## config.mk

```make
export PLATFORM = sky130hd
export DESIGN_NAME = rf_write_driver_flat
export DESIGN_NICKNAME = d
export VERILOG_FILES = /design/src/rtl/rf_write_driver_pkg.sv /design/src/rtl/rf_write_driver_if.sv /design/src/rtl/rf_wq_fifo.sv /design/src/rtl/rf_write_driver.sv /design/src/flat_wrapper.sv
export SDC_FILE = /design/constraint.sdc
export NUM_CORES = 1
export LEC_CHECK = 0
export CAP_MARGIN = 5
export CELL_PAD_IN_SITES_DETAIL_PLACEMENT = 0
export CELL_PAD_IN_SITES_GLOBAL_PLACEMENT = 2
export CORE_MARGIN = 5
export CORE_UTILIZATION = 42
export DETAILED_ROUTE_END_ITERATION = 8
export PLACE_DENSITY_LB_ADDON = 0.1
export SETUP_SLACK_MARGIN = 0.4
export SLEW_MARGIN = 20
export SYNTH_ARGS = -nofsm -noshare
export SYNTH_HDL_FRONTEND = slang
export SYNTH_SLANG_ARGS = --single-unit
```

## constraint.sdc

```tcl
create_clock -name clk -period 6.63 [get_ports clk]
set_clock_uncertainty 0.15 [all_clocks]
set_input_delay 1.326 -clock clk [delete_from_list [all_inputs] [get_ports clk]]
set_output_delay 1.326 -clock clk [all_outputs]
set_load 0.01 [all_outputs]
```

## src/rtl/rf_write_driver_pkg.sv

```systemverilog
// Shared constants and types for the register-file write driver and its benches.
package rf_write_driver_pkg;

  localparam int ADDR_W = 5;
  localparam int DATA_W = 32;

  localparam logic [ADDR_W-1:0] REG_ZERO = '0;

  // One register-file write request; also usable by a register-file bench.
  typedef struct packed {
    logic              valid;
    logic [ADDR_W-1:0] rw;
    logic [DATA_W-1:0] data;
  } wr_req_t;

endpackage

```

## src/rtl/rf_write_driver_if.sv

```systemverilog
// Producer/decode/register-file signal bundle around the write driver.
// master = surrounding pipeline, slave = rf_write_driver.
interface rf_write_driver_if #(
  parameter int ADDR_W = rf_write_driver_pkg::ADDR_W,
  parameter int DATA_W = rf_write_driver_pkg::DATA_W
);

  logic              alu_wr;
  logic [ADDR_W-1:0] alu_rw;
  logic [DATA_W-1:0] alu_data;

  logic              mem_valid;
  logic              mem_ready;
  logic [ADDR_W-1:0] mem_rw;
  logic [DATA_W-1:0] mem_data;

  logic [ADDR_W-1:0] rs;
  logic [ADDR_W-1:0] rt;
  logic              rs_busy;
  logic              rt_busy;

  logic              RegWr;
  logic [ADDR_W-1:0] rw;
  logic [DATA_W-1:0] Di;

  modport master (
    output alu_wr, alu_rw, alu_data,
    output mem_valid, mem_rw, mem_data,
    output rs, rt,
    input  mem_ready, rs_busy, rt_busy,
    input  RegWr, rw, Di
  );

  modport slave (
    input  alu_wr, alu_rw, alu_data,
    input  mem_valid, mem_rw, mem_data,
    input  rs, rt,
    output mem_ready, rs_busy, rt_busy,
    output RegWr, rw, Di
  );

endinterface

```

## src/rtl/rf_wq_fifo.sv

```systemverilog
// In-order load-write queue with per-entry valid bits. Entries can be squashed
// by destination address (WAW protection) and looked up by address (busy flags).
module rf_wq_fifo #(
  parameter int DEPTH  = 4,
  parameter int ADDR_W = 5,
  parameter int DATA_W = 32
) (
  input  logic              clk,
  input  logic              rst,
  input  logic              push_i,
  input  logic [ADDR_W-1:0] push_rw_i,
  input  logic [DATA_W-1:0] push_data_i,
  input  logic              pop_i,
  input  logic              squash_i,
  input  logic [ADDR_W-1:0] squash_rw_i,
  input  logic [ADDR_W-1:0] lookup_a_i,
  input  logic [ADDR_W-1:0] lookup_b_i,
  output logic              full_o,
  output logic              empty_o,
  output logic              head_valid_o,
  output logic [ADDR_W-1:0] head_rw_o,
  output logic [DATA_W-1:0] head_data_o,
  output logic              hit_a_o,
  output logic              hit_b_o
);

  localparam int PTR_W = $clog2(DEPTH);
  localparam logic [PTR_W-1:0] PTR_ONE = PTR_W'(1);
  localparam logic [PTR_W:0]   CNT_ONE = (PTR_W + 1)'(1);

  logic [PTR_W-1:0]  rd_ptr_q, wr_ptr_q;
  logic [PTR_W:0]    cnt_q;
  logic [DEPTH-1:0]  vld_q;
  logic [ADDR_W-1:0] rw_q   [DEPTH];
  logic [DATA_W-1:0] data_q [DEPTH];
  logic              push_ok, pop_ok;

  // DEPTH is a power of two, so the count MSB alone marks "full".
  assign full_o  = cnt_q[PTR_W];
  assign empty_o = (cnt_q == '0);
  assign push_ok = push_i && !full_o;
  assign pop_ok  = pop_i && !empty_o;

  assign head_valid_o = vld_q[rd_ptr_q];
  assign head_rw_o    = rw_q[rd_ptr_q];
  assign head_data_o  = data_q[rd_ptr_q];

  // Pointer and occupancy bookkeeping.
  always_ff @(posedge clk or posedge rst) begin
    if (rst) begin
      rd_ptr_q <= '0;
      wr_ptr_q <= '0;
      cnt_q    <= '0;
    end else begin
      if (push_ok) wr_ptr_q <= wr_ptr_q + PTR_ONE;
      if (pop_ok)  rd_ptr_q <= rd_ptr_q + PTR_ONE;
      if (push_ok && !pop_ok)      cnt_q <= cnt_q + CNT_ONE;
      else if (pop_ok && !push_ok) cnt_q <= cnt_q - CNT_ONE;
    end
  end

  // Valid bits: squash only hits entries already queued; a same-edge push is younger.
  always_ff @(posedge clk or posedge rst) begin
    if (rst) begin
      vld_q <= '0;
    end else begin
      for (int i = 0; i < DEPTH; i++) begin
        if (squash_i && (rw_q[i] == squash_rw_i)) vld_q[i] <= 1'b0;
      end
      if (pop_ok)  vld_q[rd_ptr_q] <= 1'b0;
      if (push_ok) vld_q[wr_ptr_q] <= 1'b1;
    end
  end

  // Payload storage; meaningless unless the matching valid bit is set.
  always_ff @(posedge clk) begin
    if (push_ok) begin
      rw_q[wr_ptr_q]   <= push_rw_i;
      data_q[wr_ptr_q] <= push_data_i;
    end
  end

  // Address match against every live entry.
  always_comb begin
    hit_a_o = 1'b0;
    hit_b_o = 1'b0;
    for (int i = 0; i < DEPTH; i++) begin
      if (vld_q[i] && (rw_q[i] == lookup_a_i)) hit_a_o = 1'b1;
      if (vld_q[i] && (rw_q[i] == lookup_b_i)) hit_b_o = 1'b1;
    end
  end

endmodule

```

## src/rtl/rf_write_driver.sv

```systemverilog
// Register-file write port driver: ALU writes win every cycle, queued loads
// drain in order when the ALU is idle, and newer ALU writes squash older loads.
module rf_write_driver #(
  parameter int DEPTH  = 4,
  parameter int ADDR_W = rf_write_driver_pkg::ADDR_W,
  parameter int DATA_W = rf_write_driver_pkg::DATA_W
) (
  input  logic                clk,
  input  logic                rst,
  rf_write_driver_if.slave    wr_if
);

  import rf_write_driver_pkg::*;

  logic              alu_eff, push, pop;
  logic              q_full, q_empty, head_valid, hit_a, hit_b;
  logic [ADDR_W-1:0] head_rw;
  logic [DATA_W-1:0] head_data;

  logic              regwr_q, regwr_d;
  logic [ADDR_W-1:0] rw_q, rw_d;
  logic [DATA_W-1:0] di_q, di_d;

  // Writes to r0 are dropped: the ALU one neither emits nor squashes,
  // the load one completes its handshake but never enters the queue.
  assign alu_eff = wr_if.alu_wr && (wr_if.alu_rw != REG_ZERO);
  assign wr_if.mem_ready = !q_full;
  assign push = wr_if.mem_valid && !q_full && (wr_if.mem_rw != REG_ZERO);
  assign pop  = !alu_eff && !q_empty;

  rf_wq_fifo #(
    .DEPTH  (DEPTH),
    .ADDR_W (ADDR_W),
    .DATA_W (DATA_W)
  ) u_fifo (
    .clk          (clk),
    .rst          (rst),
    .push_i       (push),
    .push_rw_i    (wr_if.mem_rw),
    .push_data_i  (wr_if.mem_data),
    .pop_i        (pop),
    .squash_i     (alu_eff),
    .squash_rw_i  (wr_if.alu_rw),
    .lookup_a_i   (wr_if.rs),
    .lookup_b_i   (wr_if.rt),
    .full_o       (q_full),
    .empty_o      (q_empty),
    .head_valid_o (head_valid),
    .head_rw_o    (head_rw),
    .head_data_o  (head_data),
    .hit_a_o      (hit_a),
    .hit_b_o      (hit_b)
  );

  // The output register is never reported busy: it commits before decode reads.
  assign wr_if.rs_busy = (wr_if.rs != REG_ZERO) && hit_a;
  assign wr_if.rt_busy = (wr_if.rt != REG_ZERO) && hit_b;

  // Priority mux: ALU, then queue head (a squashed head yields a bubble), else idle.
  always_comb begin
    regwr_d = 1'b0;
    rw_d    = rw_q;
    di_d    = di_q;
    if (alu_eff) begin
      regwr_d = 1'b1;
      rw_d    = wr_if.alu_rw;
      di_d    = wr_if.alu_data;
    end else if (!q_empty && head_valid) begin
      regwr_d = 1'b1;
      rw_d    = head_rw;
      di_d    = head_data;
    end
  end

  // Registered write port toward the register file.
  always_ff @(posedge clk or posedge rst) begin
    if (rst) begin
      regwr_q <= 1'b0;
      rw_q    <= '0;
      di_q    <= '0;
    end else begin
      regwr_q <= regwr_d;
      rw_q    <= rw_d;
      di_q    <= di_d;
    end
  end

  assign wr_if.RegWr = regwr_q;
  assign wr_if.rw    = rw_q;
  assign wr_if.Di    = di_q;

endmodule
```

## src/flat_wrapper.sv

```systemverilog
// flat-port wrapper written by rule: the top's interface ports become plain ports
module rf_write_driver_flat import rf_write_driver_pkg::*;
#(
  parameter int DEPTH  = 4,
  parameter int ADDR_W = rf_write_driver_pkg::ADDR_W,
  parameter int DATA_W = rf_write_driver_pkg::DATA_W
)
  (clk, rst, wr_if_alu_wr, wr_if_alu_rw, wr_if_alu_data, wr_if_mem_valid, wr_if_mem_rw, wr_if_mem_data, wr_if_rs, wr_if_rt, wr_if_mem_ready, wr_if_rs_busy, wr_if_rt_busy, wr_if_RegWr, wr_if_rw, wr_if_Di);
  rf_write_driver_if #(.ADDR_W(ADDR_W), .DATA_W(DATA_W)) wr_if_i ();
  input  logic clk;
  input  logic rst;
  input wire logic [$bits(wr_if_i.alu_wr)-1:0] wr_if_alu_wr;
  input wire logic [$bits(wr_if_i.alu_rw)-1:0] wr_if_alu_rw;
  input wire logic [$bits(wr_if_i.alu_data)-1:0] wr_if_alu_data;
  input wire logic [$bits(wr_if_i.mem_valid)-1:0] wr_if_mem_valid;
  input wire logic [$bits(wr_if_i.mem_rw)-1:0] wr_if_mem_rw;
  input wire logic [$bits(wr_if_i.mem_data)-1:0] wr_if_mem_data;
  input wire logic [$bits(wr_if_i.rs)-1:0] wr_if_rs;
  input wire logic [$bits(wr_if_i.rt)-1:0] wr_if_rt;
  output wire logic [$bits(wr_if_i.mem_ready)-1:0] wr_if_mem_ready;
  output wire logic [$bits(wr_if_i.rs_busy)-1:0] wr_if_rs_busy;
  output wire logic [$bits(wr_if_i.rt_busy)-1:0] wr_if_rt_busy;
  output wire logic [$bits(wr_if_i.RegWr)-1:0] wr_if_RegWr;
  output wire logic [$bits(wr_if_i.rw)-1:0] wr_if_rw;
  output wire logic [$bits(wr_if_i.Di)-1:0] wr_if_Di;
  assign wr_if_i.alu_wr = wr_if_alu_wr;
  assign wr_if_i.alu_rw = wr_if_alu_rw;
  assign wr_if_i.alu_data = wr_if_alu_data;
  assign wr_if_i.mem_valid = wr_if_mem_valid;
  assign wr_if_i.mem_rw = wr_if_mem_rw;
  assign wr_if_i.mem_data = wr_if_mem_data;
  assign wr_if_i.rs = wr_if_rs;
  assign wr_if_i.rt = wr_if_rt;
  assign wr_if_mem_ready = wr_if_i.mem_ready;
  assign wr_if_rs_busy = wr_if_i.rs_busy;
  assign wr_if_rt_busy = wr_if_i.rt_busy;
  assign wr_if_RegWr = wr_if_i.RegWr;
  assign wr_if_rw = wr_if_i.rw;
  assign wr_if_Di = wr_if_i.Di;
  rf_write_driver #(.DEPTH(DEPTH), .ADDR_W(ADDR_W), .DATA_W(DATA_W)) u_core (.clk(clk), .rst(rst), .wr_if(wr_if_i));
endmodule
```

==> impl_metrics.csv, run 1 <==
group,metric,value,unit
global_routing,track_usage,16.2,%
critical_path,worst-path-max-fanout,5,
die,coreArea,0.0201,mm^2
clock_network,tritoncts,"yes",
critical_path,crit_family,"buffers and inverters",
global_routing,grt_pass1_vias,5050,
global_routing,antenna_found_initial,0,
synth,synth_largest_area_cell,"edfxtp_1",
layout,num_antenna_cells,0,
critical_path,max_stage_delay,0.53,ns
layout,fillCellCount,1646,
critical_path,start_kind,"input pin",
sta,worst_pin_slew,0.806,ns
place,gp_routability_congestion,0.806,
critical_path,critPathBufInv,2,
drt,via_count,4690,
sta,fin_crit_sh,71.9,%
synth,synth_warnings,0,
synth,synth_top_area_share,52.2,%
global_routing,grt_max_degree,68,
status,status,"finished, final reports clean",
die,fp.dieH,152,um
sta,fin_setup_tns,0,ns
sta,rsz0062_at_grt,"false",
power_and_ir_drop,leakage,0.00375,uW
clock_network,cts-root-buf,"clkbuf_16",
layout,final_area,0.0106,mm^2
job,max_cap_viol_count,0,
die,row_count,52,
drt,initialDrtViolationCount,189,
critical_path,end_kind,"output pin",
synth,synthTopCellsByArea,"edfxtp_1 52%, dfrtp_1 14%, mux4_2 10%",
sta,setup_viol,0,
die,ios,129,
critical_path,critical_path_arrival,3.29,ns
critical_path,cp.required,5.15,ns
critical_path,cp_common_cell,"clkdlybuf4s50_1",
layout,fin_cells,921,
drt,ant_nets,0,
die,die_area,0.0232,mm^2
layout,layout-drive-gt1-share,12.7,%
place,place_area,0.00998,mm^2
clock_network,path_clk_slew,0.08,ns
sta,hold_viol,0,
die,die_w,152,um
place,dp_hpwl,11900,um
place,post-place-ws,1.90,ns
drt,viasPerCell,5.09,
die,start_util,42.3,%
clock_network,ctsResizeCount,0,
critical_path,critPathKind,"in -> out",
layout,nets,736,
power_and_ir_drop,power.density,391,mW/mm^2
min_path,hp-class,"reg -> reg",
clock_network,numCtsBuffers,17,
power_and_ir_drop,max-vdd-ir-drop,190,uV
synth,syn_nets,621,
drt,wl,18500,um
critical_path,cp_slowest_cell,"clkdlybuf4s50_1",
sta,min_period,4.76,ns
sta,slew_headroom,46.3,%
clock_network,htreeDepth,4,
synth,syn_area_per_cell,16.3,um^2
clock_network,cts_hold_buf,0,
clock_network,cts_sinks,197,
sta,fmax,0.210,GHz
synth,seq_area_frac_synth,66.6,%
sta,setup_ws,1.87,ns
sta,slew_violations,0,
layout,syn2layout_area_growth,24.6,%
place,dp_cells,889,
global_routing,grt_pass1_wl,28800,um
critical_path,cp_cell_sequence,"clkdlybuf4s50_1 > xor2_1 > nor4_1 > nand3_1 > nand4_1 > o21a_1 > clkdlybuf4s50_1",
drt,drt-wirelength-per-cell,20.1,um
layout,mostFrequentLayoutCells,"148 x edfxtp_1, 128 x clkdlybuf4s50_1, 47 x dfrtp_1, 45 x xor2_1, 38 x mux4_2",
synth,syn_area,0.00851,mm^2
synth,synth-seq-cells,197,
synth,synthCells,523,
layout,fin_util,52.8,%
clock_network,clkLatencyLatePin,0.43,ns
synth,synth_cell_types,32,
clock_network,post-cts-setup-buffers,0,
clock_network,cts_buffer_depth,2,
drt,drc,0,
layout,layout_commonest_cell,"edfxtp_1",
place,portBuffers,128,
global_routing,overflow,0,
drt,dr.pass1.iters,4,
-- state kept, by name, indices dropped and copies added, names as in the netlist --
register,cells
u_core.u_fifo.wr_ptr_q,2
u_core.u_fifo.cnt_q,3
u_core.u_fifo.vld_q,4
u_core.u_fifo.data_q,128
u_core.wr_if.Di,32
u_core.u_fifo.rd_ptr_q,2
u_core.u_fifo.rw_q,20
u_core.wr_if.RegWr,1
u_core.wr_if.rw,5
-- synthesized netlist by cell type --
cell	number
xnor2_1	20
a31o_1	4
nor2_1	37
fa_1	1
edfxtp_1	148
nand4_1	2
buf_2	6
or4_1	3
buf_1	1
dfrtp_1	49
xor2_1	45
mux2i_1	35
buf_4	1
mux2_2	1
nand2_4	1
o21a_1	2
o21ai_0	2
and2_1	5
a21oi_1	35
nor4_1	12
o21ai_2	1
o211ai_1	1
mux4_2	38
nand3_1	13
buf_6	9
a31oi_1	1
inv_1	8
ha_1	9
nand2_1	11
o311a_1	1
clkbuf_1	19
or3_1	2
-- worst paths after layout --
kind	startpoint	end	slack, ns	depth (start not counted)
worst max-delay path	wr_if_rt[3]	wr_if_rt_busy	1.87	7
worst min-delay path	u_core.wr_if.Di[15]$_DFFE_PP0P_	u_core.wr_if.Di[15]$_DFFE_PP0P_	0.38	2
worst max register to register	u_core.u_fifo.rd_ptr_q[1]$_DFFE_PP0P_	u_core.wr_if.Di[4]$_DFFE_PP0P_	3.98	5
worst min register to register	u_core.wr_if.Di[15]$_DFFE_PP0P_	u_core.wr_if.Di[15]$_DFFE_PP0P_	0.38	2
max in group asynchronous	rst	u_core.u_fifo.rd_ptr_q[1]$_DFFE_PP0P_	4.52	3
min in group asynchronous	rst	u_core.wr_if.Di[24]$_DFFE_PP0P_	1.27	3
-- worst min-delay path, stage by stage (launching register included) --
cell     delay, ns
dfrtp_1       0.35
nor2_1        0.05
a21oi_1       0.10
-- routing by layer --
metal  routed length, um  global-route usage [%]  vias to the layer above
li1                    -                       -                     2196
met1                8470                    22.0                     2350
met2                8980                    26.3                      123
met3                 813                    3.55                       21
met4                 286                    5.35                        0
met5                   0                       0                        -
-- cell type report --
| class | instances | area (um^2) | area share (%) |
|---|---|---|---|
| clock buffers | 18 | 429 | 4.05 |
| flip-flops and latches | 197 | 5680 | 53.5 |
| inverters | 8 | 30.0 | 0.283 |
| multi-input cells | 282 | 2610 | 24.6 |
| well taps | 270 | 338 | 3.19 |
| repair buffers | 132 | 1330 | 12.6 |
| clock inverters | 14 | 188 | 1.77 |
-- where the power goes --
| group | internal (uW) | total (uW) | switching (uW) |
|---|---|---|---|
| combinational | 678 | 1270 | 597 |
| sequential | 1620 | 1810 | 194 |
| clock | 576 | 1060 | 480 |
| total | 2870 | 4140 | 1270 |
-- metrics by stage --
step | total power [uW] | hold slack (ns)
after floorplan | 2620 | 0.342
after global placement | 3120 | 0.359
after detailed placement | 3150 | 0.371
after CTS | 4210 | 0.389
after global routing | 4380 | 0.392
final | 4140 | 0.382
-- cells by family (layout without fill, tap and decap cells) --
logic type | count (synthesis) | after routing | share of synthesized area (%)
buffers and inverters | 44 | 172 | 2.87
adders and majority gates | 10 | 10 | 1.56
muxes | 74 | 74 | 14.3
xor gates and xnor gates | 65 | 65 | 6.69
DFF | 197 | 197 | 66.6
AOI/OAI and AO/OA | 47 | 47 | 3.15
and+or+nand+nor | 86 | 86 | 4.82
Note: power is estimated with default switching activity, not from simulation.
==> run 2, diff against run 1 <==
--- a/config.mk
+++ b/config.mk
@@ -9,7 +9,7 @@
 export CELL_PAD_IN_SITES_DETAIL_PLACEMENT = 0
 export CELL_PAD_IN_SITES_GLOBAL_PLACEMENT = 2
 export CORE_MARGIN = 5
-export CORE_UTILIZATION = 42
+export CORE_UTILIZATION = 39
 export DETAILED_ROUTE_END_ITERATION = 8
 export PLACE_DENSITY_LB_ADDON = 0.1
 export SETUP_SLACK_MARGIN = 0.4
==> constraint.sdc (replaced) <==
create_clock -name clk -period 4.55 [get_ports clk]
set_clock_uncertainty 0.15 [all_clocks]
set_input_delay 0.91 -clock clk [delete_from_list [all_inputs] [get_ports clk]]
set_output_delay 0.91 -clock clk [all_outputs]
set_load 0.01 [all_outputs]
==> run 2 against run 1 <==
Hold slack worse by 0.0061 ns. Power up 43%. Largest cell class unchanged. First-iteration DRC count up 30%. Cell count up 1.3%. Sequential share of layout area up 0.20 points. Die area up 7.2%. Non-clock buffer count up 2. Highest routed layer is now met5. Critical path type unchanged. Sequential power up 42%. Cell area down 0.43%. Clock power up 35%. Register-to-register slack worse by 1.9 ns.
==> impl_metrics.csv, run 2 (synthesized netlist as in run 1, its figures left out) <==
group,metric,value,unit
die,fp.dieH,158,um
drt,dr.pass1.iters,4,
sta,rsz0062_at_grt,"false",
global_routing,grt_pass1_vias,5106,
sta,hold_viol,0,
sta,worst_pin_slew,0.852,ns
layout,fillCellCount,1878,
place,dp_cells,901,
status,status,"finished, final reports clean",
job,max_cap_viol_count,0,
place,gp_routability_congestion,0.772,
sta,fmax,0.255,GHz
layout,mostFrequentLayoutCells,"148 x edfxtp_1, 128 x clkdlybuf4s50_1, 47 x dfrtp_1, 45 x xor2_1, 38 x mux4_2",
die,ios,129,
die,die_w,158,um
clock_network,ctsResizeCount,0,
critical_path,max_stage_delay,0.56,ns
layout,final_area,0.0106,mm^2
sta,slew_violations,0,
drt,drt-wirelength-per-cell,20.3,um
die,row_count,54,
clock_network,numCtsBuffers,17,
critical_path,critPathKind,"in -> out",
die,coreArea,0.0217,mm^2
drt,ant_nets,0,
critical_path,end_kind,"output pin",
sta,slew_headroom,43.2,%
global_routing,track_usage,16.1,%
die,start_util,39.2,%
global_routing,grt_pass1_wl,29700,um
critical_path,critical_path_arrival,2.86,ns
critical_path,cp_slowest_cell,"clkdlybuf4s50_1",
clock_network,clkLatencyLatePin,0.43,ns
layout,layout_commonest_cell,"edfxtp_1",
critical_path,cp.required,3.49,ns
layout,largest_register_ffs,128,
critical_path,worst-path-max-fanout,5,
power_and_ir_drop,seq_power_share,43.3,%
clock_network,cts_hold_buf,0,
sta,setup_ws,0.635,ns
power_and_ir_drop,power.density,563,mW/mm^2
drt,initialDrtViolationCount,245,
sta,min_period,3.92,ns
layout,top_register,"u_core.u_fifo.data_q",
place,dp_hpwl,12300,um
clock_network,cts_sinks,197,
critical_path,cp_cell_sequence,"clkdlybuf4s50_1 > xor2_1 > nor4_1 > nand3_1 > nand4_1 > o21a_1 > clkdlybuf4s50_1",
layout,num_antenna_cells,0,
place,place_area,0.00999,mm^2
min_path,hp-start,"u_core.u_fifo.cnt_q[0]$_DFFE_PP0P_",
die,die_area,0.0249,mm^2
global_routing,grt_max_degree,68,
critical_path,rr_startpoint,"u_core.u_fifo.cnt_q[2]$_DFFE_PP0P_",
clock_network,htreeDepth,4,
sta,setup_viol,0,
clock_network,post-cts-setup-buffers,0,
critical_path,startpoint,"wr_if_rt[0]",
power_and_ir_drop,max-vdd-ir-drop,305,uV
power_and_ir_drop,leakage,0.00372,uW
min_path,hp-class,"reg -> reg",
global_routing,antenna_found_initial,1,
place,portBuffers,128,
drt,drc,0,
drt,via_count,4705,
drt,wl,18900,um
place,post-place-ws,0.627,ns
critical_path,start_kind,"input pin",
clock_network,tritoncts,"yes",
layout,layout-drive-gt1-share,12.9,%
global_routing,overflow,0,
layout,fin_cells,933,
sta,fin_crit_sh,86.0,%
drt,viasPerCell,5.04,
layout,nets,738,
power_and_ir_drop,p_int,4070,uW
power_and_ir_drop,clkPwrFrac,24.0,%
clock_network,cts_buffer_depth,2,
sta,fin_setup_tns,0,ns
power_and_ir_drop,combPwrFrac,32.7,%
clock_network,path_clk_slew,0.07,ns
power_and_ir_drop,swShare,31.4,%
layout,syn2layout_area_growth,24.1,%
clock_network,cts-root-buf,"clkbuf_16",
critical_path,cp_common_cell,"clkdlybuf4s50_1",
power_and_ir_drop,p_sw,1870,uW
## run 2: path summary, 6_finish.rpt
kind                                                              to  slack (ns)  depth (start not counted)
min in group asynchronous            u_core.wr_if.Di[22]$_DFFE_PP0P_        0.70                          2
worst max register to register  u_core.u_fifo.data_q[0][0]$_DFFE_PP_        2.07                          4
worst min register to register    u_core.u_fifo.cnt_q[0]$_DFFE_PP0P_        0.38                          1
worst min-delay path              u_core.u_fifo.cnt_q[0]$_DFFE_PP0P_        0.38                          1
max in group asynchronous            u_core.wr_if.Di[23]$_DFFE_PP0P_        2.71                          3
worst max-delay path                                   wr_if_rt_busy        0.63                          7
## run 2: per-stage QoR
step / util (%) / total power [uW] / hold WS (ns)
floorplan: - / 3810 / 0.342
global placement: 46.1 / 4570 / 0.360
detailed placement: 46.1 / 4610 / 0.370
CTS: 48.7 / 6060 / 0.381
global route: 48.7 / 6330 / 0.419
finish: 48.7 / 5940 / 0.376
## run 2: layer usage
metal / part of all wire (%) / track usage (%) / routed length, um / up-vias
met2: 49 / 26.0 / 9230 / 125
met5: 0.058 / 0 / 11 / -
met1: 44 / 21.5 / 8300 / 2357
met3: 5.7 / 4.16 / 1080 / 25
li1: - / - / - / 2196
met4: 1.7 / 5.08 / 331 / 2
## run 2: cell type report
class / count / area (um^2) / share of cell area (%)
Multi-Input combinational cell: 282 / 2610 / 24.8
Timing Repair Buffer: 134 / 1330 / 12.6
Clock buffer: 19 / 433 / 4.10
Tap cell: 280 / 350 / 3.32
Inverter: 8 / 30.0 / 0.284
Sequential cell: 197 / 5670 / 53.7
Clock inverter: 13 / 134 / 1.27
## run 2: power groups by stage
stage	sequential [uW]	clock [uW]	combinational, uW
after floorplan	2640	0	1180
after global routing	2610	1560	2160
after CTS	2580	1470	2010
after detailed placement	2610	0	2000
final	2570	1430	1940
after global placement	2600	0	1970
## run 2: worst max-delay path: cells and delay by family
family          cells  cell delay [ns]
simple gates        3             0.55
compound gates      1             0.12
buf+inv             2             1.09
xor+xnor            1             0.20
